$ cat src/rtl/seg_scan_ctrl.sv
// Scan controller for a bank of multiplexed seven-segment digits sharing one decoder.
// Cycles digit enables with a programmable dwell, blanking gap and leading-zero suppression.
module seg_scan_ctrl #(
  parameter int unsigned NDIG  = 4,
  parameter int unsigned DWELL = 8,
  parameter int unsigned GAP   = 1
) (
  input  logic            clk,
  input  logic            rst_n,
  input  logic            en,
  input  logic            wr_en,
  input  logic [2:0]      wr_addr,
  input  logic [3:0]      wr_data,
  input  logic            lz_sup,
  output logic [3:0]      nib,
  output logic [NDIG-1:0] dig_sel,
  output logic            blank,
  output logic            frame
);

  localparam int unsigned IdxW   = $clog2(NDIG);
  localparam int unsigned CntMax = (DWELL > GAP) ? DWELL : GAP;
  localparam int unsigned CntW   = $clog2(CntMax);

  typedef enum logic [1:0] {StOff, StShow, StGap} state_e;

  state_e          state_q, state_d;
  logic [IdxW-1:0] idx_q, idx_d;
  logic [CntW-1:0] cnt_q, cnt_d;
  logic [3:0]      nib_d;
  logic [NDIG-1:0] dig_sel_d;
  logic            blank_d;
  logic            frame_d;
  logic            last_idx;
  logic            suppress;
  logic [3:0]      store_q [NDIG];
  logic [NDIG-1:0] zero_above;

  // zero_above[i] is set when digit i and every more significant digit hold zero
  always_comb begin
    zero_above = '0;
    zero_above[NDIG-1] = (store_q[NDIG-1] == 4'h0);
    for (int i = int'(NDIG) - 2; i >= 0; i--) begin
      zero_above[i] = (store_q[i] == 4'h0) && zero_above[i+1];
    end
  end

  always_comb begin
    state_d   = state_q;
    idx_d     = idx_q;
    cnt_d     = cnt_q;
    nib_d     = nib;
    dig_sel_d = '0;
    blank_d   = 1'b1;
    frame_d   = 1'b0;
    suppress  = 1'b0;
    last_idx  = (idx_q == IdxW'(NDIG - 1));

    unique case (state_q)
      StOff: begin
        if (en) begin
          state_d = StShow;
          idx_d   = '0;
          cnt_d   = '0;
        end
      end
      StShow: begin
        if (cnt_q == CntW'(DWELL - 1)) begin
          state_d = StGap;
          cnt_d   = '0;
        end else begin
          cnt_d = cnt_q + CntW'(1);
        end
      end
      StGap: begin
        if (cnt_q == CntW'(GAP - 1)) begin
          state_d = StShow;
          cnt_d   = '0;
          idx_d   = last_idx ? '0 : idx_q + IdxW'(1);
        end else begin
          cnt_d = cnt_q + CntW'(1);
        end
      end
      default: state_d = StOff;
    endcase

    if (!en) begin
      state_d = StOff;
      idx_d   = '0;
      cnt_d   = '0;
    end

    // Outputs are registered, so they are derived from the next state
    unique case (state_d)
      StOff: nib_d = 4'h0;
      StShow: begin
        if (state_q != StShow) begin
          // Entry: store_q is the pre-edge value, so a same-edge write is not seen
          nib_d    = store_q[idx_d];
          suppress = lz_sup && (idx_d != '0) && zero_above[idx_d];
          if (!suppress) begin
            dig_sel_d[idx_d] = 1'b1;
            blank_d          = 1'b0;
          end
        end else begin
          dig_sel_d = dig_sel;
          blank_d   = blank;
        end
      end
      StGap: begin
        frame_d = (idx_d == IdxW'(NDIG - 1)) && (cnt_d == CntW'(GAP - 1));
      end
      default: nib_d = 4'h0;
    endcase
  end

  always_ff @(posedge clk or negedge rst_n) begin
    if (!rst_n) begin
      state_q <= StOff;
      idx_q   <= '0;
      cnt_q   <= '0;
      nib     <= 4'h0;
      dig_sel <= '0;
      blank   <= 1'b1;
      frame   <= 1'b0;
    end else begin
      state_q <= state_d;
      idx_q   <= idx_d;
      cnt_q   <= cnt_d;
      nib     <= nib_d;
      dig_sel <= dig_sel_d;
      blank   <= blank_d;
      frame   <= frame_d;
    end
  end

  always_ff @(posedge clk or negedge rst_n) begin
    if (!rst_n) begin
      for (int i = 0; i < int'(NDIG); i++) store_q[i] <= 4'h0;
    end else begin
      for (int i = 0; i < int'(NDIG); i++) begin
        if (wr_en && (wr_addr == 3'(i))) store_q[i] <= wr_data;
      end
    end
  end

endmodule

$ cat config.mk
export PLATFORM = sky130hd
export DESIGN_NAME = seg_scan_ctrl
export DESIGN_NICKNAME = d
export VERILOG_FILES = /design/src/rtl/seg_scan_ctrl.sv
export SDC_FILE = /design/constraint.sdc
export NUM_CORES = 1
export LEC_CHECK = 0
export BUFFER_PORTS_ARGS = -buffer_cell sky130_fd_sc_hd__clkbuf_2
export CAP_MARGIN = 0
export CORE_MARGIN = 3
export CORE_UTILIZATION = 57
export DETAILED_ROUTE_END_ITERATION = 16
export PLACE_DENSITY = 0.79
export SYNTH_ARGS = -nofsm -noshare
export SYNTH_HDL_FRONTEND = slang
export SYNTH_SLANG_ARGS = --single-unit
$ cat constraint.sdc
create_clock -name clk -period 2.5 [get_ports clk]
set_input_delay 0.375 -clock clk [delete_from_list [all_inputs] [get_ports clk]]
set_output_delay 0.375 -clock clk [all_outputs]
set_load 0.01 [all_outputs]
# Word-level counts from Yosys, hierarchy flattened
# Cells that the tools add are included.
# Widths: inputs -> output; s select.
[totals]
register_bits = 33
latchBits = 0
mem_bits_rw = 0
romBits = 0
inputBits = 12
elab_cells = 79
mem_count = 0
[op_classes]
n_addsub = 2
multipliers = 0
n_div = 0
n_lt_le_gt_ge = 3
eq_ne = 12
shifts = 0
mux = 28
bitwise = 2
n_reduce_logical = 21
[ops]
columns = ["cell", "n"]
rows = [
  ["$mux 4", 6],
  ["$logic_not 4->1", 4],
  ["$mux 2", 6],
  ["$logic_and 1x1->1", 11],
  ["$logic_not 3->1", 3],
  ["$mux 3", 3],
  ["$pmux 3 s3", 1],
  ["$bmux 4 s2", 1],
  ["$eq 2x2->1 const B", 4],
  ["$pmux 4 s2", 1],
  ["$eq 3x2->1 const B", 2],
  ["$mux 1", 6],
  ["$pmux 2 s3", 1],
  ["$eq 2x1->1 const B", 2],
  ["$pmux 2 s2", 1],
  ["$add 3x1->3 const B", 1],
  ["$eq 3x1->1 const B", 1],
  ["$eq 3x3->1 const B", 1],
  ["$ge 3x3->1 const B", 1],
  ["$lt 2x3->1 const B", 1],
  ["$not 2->3", 1],
  ["$add 2x1->2 const B", 1],
  ["$bmux 1 s2", 1],
  ["$demux 1 s2", 1],
  ["7 further kinds", 7],
]

# Depth between registers and ports, before layout
# Gate-level depths: netlist of the first run.
[depth]
depth_word = 12
ltp_mapped = 9
ltp_nobuf = 8

# Worst setup path after synthesis of the first run
# OpenSTA, ideal clock, no wires.
[synth_path]
kind = "reg2reg"
from = "reg cnt_q[0]"
to = "reg nib[0]"
arrival_ps = 1782
required_ps = 2374
setup_slack_ps = 592
stages_incl_launch_ff = 9
path_buffers = 0
cell_sequence = "dfrtp_1 -> inv_1 -> ha_1 -> nor3b_2 -> and4bb_4 -> nor2_1 -> mux2_1 -> a22oi_1 -> o21ai_1"
[synth_via]
elab_chain_cells = 10
elab_cells_between_ends = 20
cone_classes = "eq/ne: 4; mux: 12; bitwise: 2; reduce/logical: 2"
[synth_lines]
columns = ["element", "line", "source"]
rows = [
  ["start, declared", "29", "logic [CntW-1:0] cnt_q, cnt_d;"],
  ["start signal, assigned", "129", "cnt_q <= cnt_d;"],
  ["$logic_not 3->1", "76", "if (cnt_q == CntW'(GAP - 1)) begin"],
  ["$mux 2", "76", ""],
  ["$pmux 2 s2", "59", "unique case (state_q)"],
  ["$mux 2", "87", "if (!en) begin"],
  ["$not 2->3 (not written as such)", "99", "nib_d = store_q[idx_d];"],
  ["$bmux 4 s2", "99", ""],
  ["$mux 4 (not written as such) (2 in series)", "99", ""],
  ["$mux 4", "97", "if (state_q != StShow) begin"],
  ["$pmux 4 s2", "94", "unique case (state_d)"],
  ["end signal, assigned", "130", "nib <= nib_d;"],
  ["end, declared", "15", "output logic [3:0] nib,"],
]
# Parallel ways exist; a longest one is shown, timed or not. The select of a mux whose other input is x is not followed.
# A chain may end at the register's enable or synchronous reset.

# Worst setup path in the final report of the first run
[layout_path]
from = "reg cnt_q[0]"
to = "reg nib[2]"
# Same word-level chain as after synthesis.

==> reports/summary.txt, run 1 <==
Iter 0 DRT Violations: 61
Setup TNS: 0 ns
Residual DRC: 0
Crit path max fanout: 5
GPL Wtd Cong: 0.844
Vias in the first global route: 1236
Slew HR: 0.469
Post-synthesis cell type count: 44
Register area share after synthesis: 0.480
Status: complete, no violations
Mean Syn Cell Area: 11.6 sq um
Final Routed Wirelength: 3.32 mm
Critical Path End Type: flip-flop
Std cell rows: 19
Hold WS: 0.112 ns
Setup ws final: 0.316 ns
Cell count of the worst reg-to-reg path: 8
Cell area after layout: 0.00189 sq mm
Count of state elements after synthesis: 33
RSZ-0062 raised after global routing: false
WP depth: 8
Maximum clock frequency: 458 MHz
Synth warn: 0
Postcts setup bufs: 0
Clock slew at reported path FFs: 0.10 ns
Required @ worst endpoint: 2.71 ns
Mapped Nets: 165
Clk buf depth: 2
Met1 Usage GRT: 0.243
Core Box Area: 0.00283 sq mm
Avg Vias per Cell: 6.23
Number of routed nets with antenna violations: 0
Grt peak-use layer: met2
Buf/Inv on CP: 1
Max-Cap Viols: 0
Count of final setup violators: 0
Global routing usage on met2: 0.325
IO buf count: 21
WS Path Type: reg2reg
Post-route minimum period: 2.18 ns
Initial antenna violation count: 0
Critical Path Max Stage Delay: 0.43 ns
First-pass GRT wire length: 5.40 mm
Setup WS pre-CTS: 0.332 ns
Die area: 0.00372 sq mm
CTS Hold Buffers Added: 0
Tot GR Track Use: 0.197
Synthesized cell area: 0.00172 sq mm
Layout Nets: 187
Largest delay share family, worst path: simple AND/OR/NAND/NOR gates
Slew @ Worst Pin: 0.797 ns
Met3 Use GR: 0.0404
Area growth from synthesis to layout: 9.51%
H-tree depth: 2
Non-Filler Instances: 203
Vias: 1265
Gr ovfl total: 0
Worst Path Arrival: 2.39 ns
DIE WIDTH: 61 um
Fin. Hold Viols: 0
CP max stage cell: dfrtp_1
Placement Cell Area: 0.00184 sq mm
Hold WC Path Type: in2async
Worst Clk Skew: 0.0115 ns
Placed Instances: 195
Synth Instances: 149
Startpoint types: flip-flop
Worst path cell trace: inv_1, ha_1, nor2b_1, o21ai_2, nor2_1, mux2_1, a22oi_1, o21ai_1
IR drop worst, VDD: 0.000486 V
TritonCTS Buffers: 5
P_leak: 0.833 nW
Share of layout cells above drive strength 1: 0.314
CTS tree: built
Clock root cell: clkbuf_4
Initial Util: 0.609
1st-pass router iterations: 4
# IOs: 22
Final period util: 0.873
Pwr per Cell Area: 581 mW/mm^2
Insertion delay to the later sink of the worst-skew pair: 0.33 ns
Largest net degree at the start of global routing: 34
Routed wire per std cell: 16.3 um
Chip height: 61 um
Clock sinks: 33
Antenna diode count: 0
Fin. max-slew vios: 0
CTS resizes: 0
Final HPWL DP: 2.62 mm
-- routing by layer --
metal / wire, um / vias up / share of wire
met3: 101 / 8 / 0.030
met5: 0 / - / 0
met2: 1660 / 29 / 0.50
met1: 1480 / 627 / 0.45
li1: - / 601 / -
met4: 65 / 0 / 0.020
-- path summary, 6_finish.rpt --
kind | slack (ns) | end | start
worst max register to register | 0.32 | nib[2] | cnt_q[0]
min in group clk | 0.34 | store_q[11] | wr_data[3]
worst max-delay path | 0.32 | nib[2] | cnt_q[0]
worst min-delay path | 0.11 | state_q[0] | rst_n
max in group asynchronous | 1.88 | store_q[10] | rst_n
worst min register to register | 0.48 | blank | blank
-- synth_stat cells --
master	number	area, sq um
mux2_1	6	67.6
a32oi_1	4	35.0
a2bb2oi_1	1	8.76
o21ai_0	1	5.00
or2_1	1	6.26
mux2_2	16	180
nand3_1	2	10.0
nor2b_1	4	25.0
a22oi_1	4	30.0
nor4b_1	1	8.76
buf_4	2	15.0
nor3b_2	1	12.5
a21oi_1	4	20.0
a22o_1	3	26.3
dfstp_2	1	26.3
and2_1	3	18.8
buf_2	1	5.00
a21o_1	2	15.0
nand3b_1	3	22.5
and4bb_4	1	16.3
o211ai_1	1	7.51
nand4b_1	1	8.76
and4bb_2	1	12.5
nor2_1	4	15.0
a21boi_1	1	7.51
o21a_1	3	22.5
nor3b_1	1	7.51
nor4_1	3	18.8
inv_1	3	11.3
nor3_1	3	15.0
clkbuf_1	3	11.3
nand2b_1	2	12.5
o32ai_1	1	8.76
o21ai_2	2	17.5
dfrtp_1	32	801
o21ai_1	8	40.0
nor2_2	1	6.26
and4bb_1	1	12.5
nand2_1	8	30.0
and3b_1	1	8.76
nor4b_2	2	30.0
or2_4	1	8.76
and3_1	1	6.26
ha_1	4	50.1
-- area by class of cell --
class	instances	area [sq um]
Clock buffer	6	41.3
Clock inverter	2	10.0
Fill cell	207	941
Inverter	3	11.3
Multi-Input combinational cell	107	855
Sequential cell	33	827
Tap cell	31	38.8
Timing Repair Buffer	21	105
-- state kept, by name, indices dropped and copies added, names as in the netlist --
register,cells
cnt_q,3
state_q,2
dig_sel,4
frame,1
nib,4
idx_q,2
store_q,16
blank,1
-- per-stage QoR --
step / util / power, mW
2_1_floorplan: - / 0.764
4_1_cts: 0.667 / 1.11
5_1_grt: 0.667 / 1.15
6_report: 0.667 / 1.10
3_3_place_gp: 0.649 / 0.823
3_5_place_dp: 0.649 / 0.836
-- power by group --
part	switching [mW]	internal (mW)	total [mW]
Sequential	0.0583	0.603	0.661
Combinational	0.0727	0.0890	0.162
Clock	0.166	0.107	0.273
-- cells in the final DEF, fill, tap and decap left out, types with 4 or more instances in the layout --
cell type  instances
a21oi_1            4
a22oi_1            4
a32oi_1            4
clkbuf_2          21
clkbuf_4           5
dfrtp_1           32
ha_1               4
mux2_1             6
mux2_2            16
nand2_1            8
nor2_1             4
nor2b_1            4
o21ai_1            8
-- logic make-up after synthesis --
group,after synthesis,share of synthesized area
adders and majority gates,4,0.0290
DFF,33,0.480
buffers and inverters,9,0.0247
muxes,22,0.144
and+or+nand+nor,46,0.181
AOI/OAI and AO/OA,35,0.142
No activity file was read; power rests on OpenSTA's default activity.
==> run 2, diff against run 1 <==
--- a/config.mk
+++ b/config.mk
@@ -8,9 +8,10 @@
 export BUFFER_PORTS_ARGS = -buffer_cell sky130_fd_sc_hd__clkbuf_2
 export CAP_MARGIN = 0
 export CORE_MARGIN = 3
-export CORE_UTILIZATION = 57
+export CORE_UTILIZATION = 59
+export CTS_BUF_LIST = sky130_fd_sc_hd__clkbuf_8
 export DETAILED_ROUTE_END_ITERATION = 16
-export PLACE_DENSITY = 0.79
+export PLACE_DENSITY = 0.81
 export SYNTH_ARGS = -nofsm -noshare
 export SYNTH_HDL_FRONTEND = slang
 export SYNTH_SLANG_ARGS = --single-unit
==> reports/summary.txt, run 2 (synthesis gave the netlist of run 1 again) <==
Slew HR: 0.436 (-0.0326)
Clock sinks: 33 (unchanged)
Maximum clock frequency: 458 MHz (+0.11%)
Critical Path End Type: flip-flop
Clk buf depth: 2 (unchanged)
Setup ws final: 0.319 ns (+0.00231 ns)
Share of layout cells above drive strength 1: 0.308 (-0.00581)
Residual DRC: 0 (unchanged)
Clock slew at reported path FFs: 0.06 ns (-0.04 ns)
IO buf count: 21 (unchanged)
Most frequent cells in the layout: 32 x dfrtp_1, 21 x clkbuf_2, 16 x mux2_2
Initial antenna violation count: 0 (unchanged)
CTS resizes: 0 (unchanged)
CP max stage cell: dfrtp_1
Antenna diode count: 0 (unchanged)
Worst path cell trace: inv_1, ha_1, nor3b_2, and4bb_4, or2_4, and2_1, nand3b_1, nor4b_2
CTS Hold Buffers Added: 0 (unchanged)
Reg2reg start: cnt_q[0]
Count of final setup violators: 0 (unchanged)
WS Path Type: reg2reg
RSZ-0062 raised after global routing: false
Placed Instances: 194 (-0.51%)
Largest net degree at the start of global routing: 34 (unchanged)
First-pass GRT wire length: 6.29 mm (+16%)
Combinational Power Share: 0.137 (-0.010)
Worst Clk Skew: 0.00686 ns (-0.00463 ns)
Initial Util: 0.654 (+0.0449)
Std cell rows: 18 (-1)
Iter 0 DRT Violations: 73 (+20%)
Critical Path Max Stage Delay: 0.42 ns (about the same)
Vias in the first global route: 1342 (+8.6%)
WP depth: 8 (unchanged)
Post-route minimum period: 2.18 ns (-0.00231 ns)
Fin. max-slew vios: 0 (unchanged)
Insertion delay to the later sink of the worst-skew pair: 0.28 ns (-0.05 ns)
Avg Vias per Cell: 6.35 (+1.9%)
Area growth from synthesis to layout: 11.3%
NetSw: 0.323 mW (+8.5%)
Gr ovfl total: 0 (unchanged)
Largest regs: store_q (16), dig_sel (4), nib (4)
Postcts setup bufs: 0 (unchanged)
Crit path max fanout: 5 (unchanged)
DIE WIDTH: 60.1 um (-1.5%)
Routed wire per std cell: 18.0 um (+10%)
Clock share of power: 0.312 (+0.063)
TritonCTS Buffers: 5 (unchanged)
Number of routed nets with antenna violations: 0 (unchanged)
Fin. Hold Viols: 0 (unchanged)
Fillers: 196 (-5.3%)
CTS tree: built
Slew @ Worst Pin: 0.846 ns (+0.0490 ns)
H-tree depth: 2 (unchanged)
Max-Cap Viols: 0 (unchanged)
Die area: 0.00361 sq mm (-3.1%)
Final Routed Wirelength: 3.63 mm (+9.5%)
Non-Filler Instances: 202 (-0.49%)
Tot GR Track Use: 0.244 (+0.0464)
Startpoint types: flip-flop
Worst r2r dst: frame
Largest delay share family, worst path: simple AND/OR/NAND/NOR gates
Cell count of the worst reg-to-reg path: 8 (unchanged)
# IOs: 22 (unchanged)
Worst Path Arrival: 2.35 ns (-0.04 ns)
FF+latch area: 827 sq um (unchanged)
Status: complete, no violations
FF-to-FF setup slack: 0.32 ns (about the same)
Layout Nets: 187 (unchanged)
Largest register FFs: 16 (unchanged)
Setup TNS: 0 ns (unchanged)
P_leak: 0.848 nW (+1.8%)
Final HPWL DP: 2.69 mm (+2.7%)
Pwr per Cell Area: 627 mW/mm^2 (+8.1%)
Sequential Power Share: 0.551 (-0.052)
Buf/Inv on CP: 1 (unchanged)
Vias: 1283 (+1.4%)
Switching share of power: 0.268 (-0.00329)
Core Box Area: 0.00264 sq mm (-6.9%)
Final period util: 0.873 (-0.000925)
P_int: 0.881 mW (+10%)
Reg with most FFs: store_q
Setup WS pre-CTS: 0.350 ns (+0.0181 ns)
Multi-input gate area: 855 sq um (unchanged)
Required @ worst endpoint: 2.67 ns (-0.04 ns)
Chip height: 60.1 um (-1.5%)
Most common cell after layout, fill and taps aside: dfrtp_1
Hold WC Path Type: in2async
IR drop worst, VDD: 0.000644 V (+32%)
1st-pass router iterations: 5 (+1)
Hold WS: 0.188 ns (+0.0764 ns)
GPL Wtd Cong: 0.831 (-1.6%)
Clock root cell: clkbuf_8
run 2: final cells by class:
type	count	area share
clock inverters	3	0.00782
well taps	30	0.0196
flip-flops and latches	33	0.431
multi-input cells	107	0.445
inverters	3	0.00587
clock buffers	5	0.0359
repair buffers	21	0.0548
run 2: stage by stage:
stage / power (mW) / area (sq um) / util
finish: 1.20 / 1920 / 0.728
global route: 1.26 / 1920 / 0.728
CTS: 1.21 / 1920 / 0.728
detailed placement: 0.837 / 1840 / 0.697
global placement: 0.822 / 1840 / 0.697
floorplan: 0.764 / 1720 / -
run 2: worst max-delay path by stage:
stage,to,startpoint
6_report,frame,cnt_q[0]
3_3_place_gp,nib[1],cnt_q[0]
3_5_place_dp,nib[0],cnt_q[0]
5_1_grt,blank,cnt_q[0]
2_1_floorplan,nib[0],cnt_q[0]
4_1_cts,frame,cnt_q[0]
run 2: power groups by stage:
stage | sequential, mW | combinational (mW) | clock, mW
3_5_place_dp | 0.672 | 0.165 | 0
4_1_cts | 0.662 | 0.166 | 0.381
5_1_grt | 0.673 | 0.182 | 0.409
3_3_place_gp | 0.665 | 0.157 | 0
6_report | 0.664 | 0.164 | 0.376
2_1_floorplan | 0.654 | 0.110 | 0
run 2: per-layer routing:
metal | up-vias | GRT usage | wire length, um
met1 | 642 | 0.290 | 1530
li1 | 598 | - | -
met3 | 10 | 0.0670 | 155
met2 | 33 | 0.407 | 1850
met4 | 0 | 0.111 | 92
met5 | - | 0 | 0
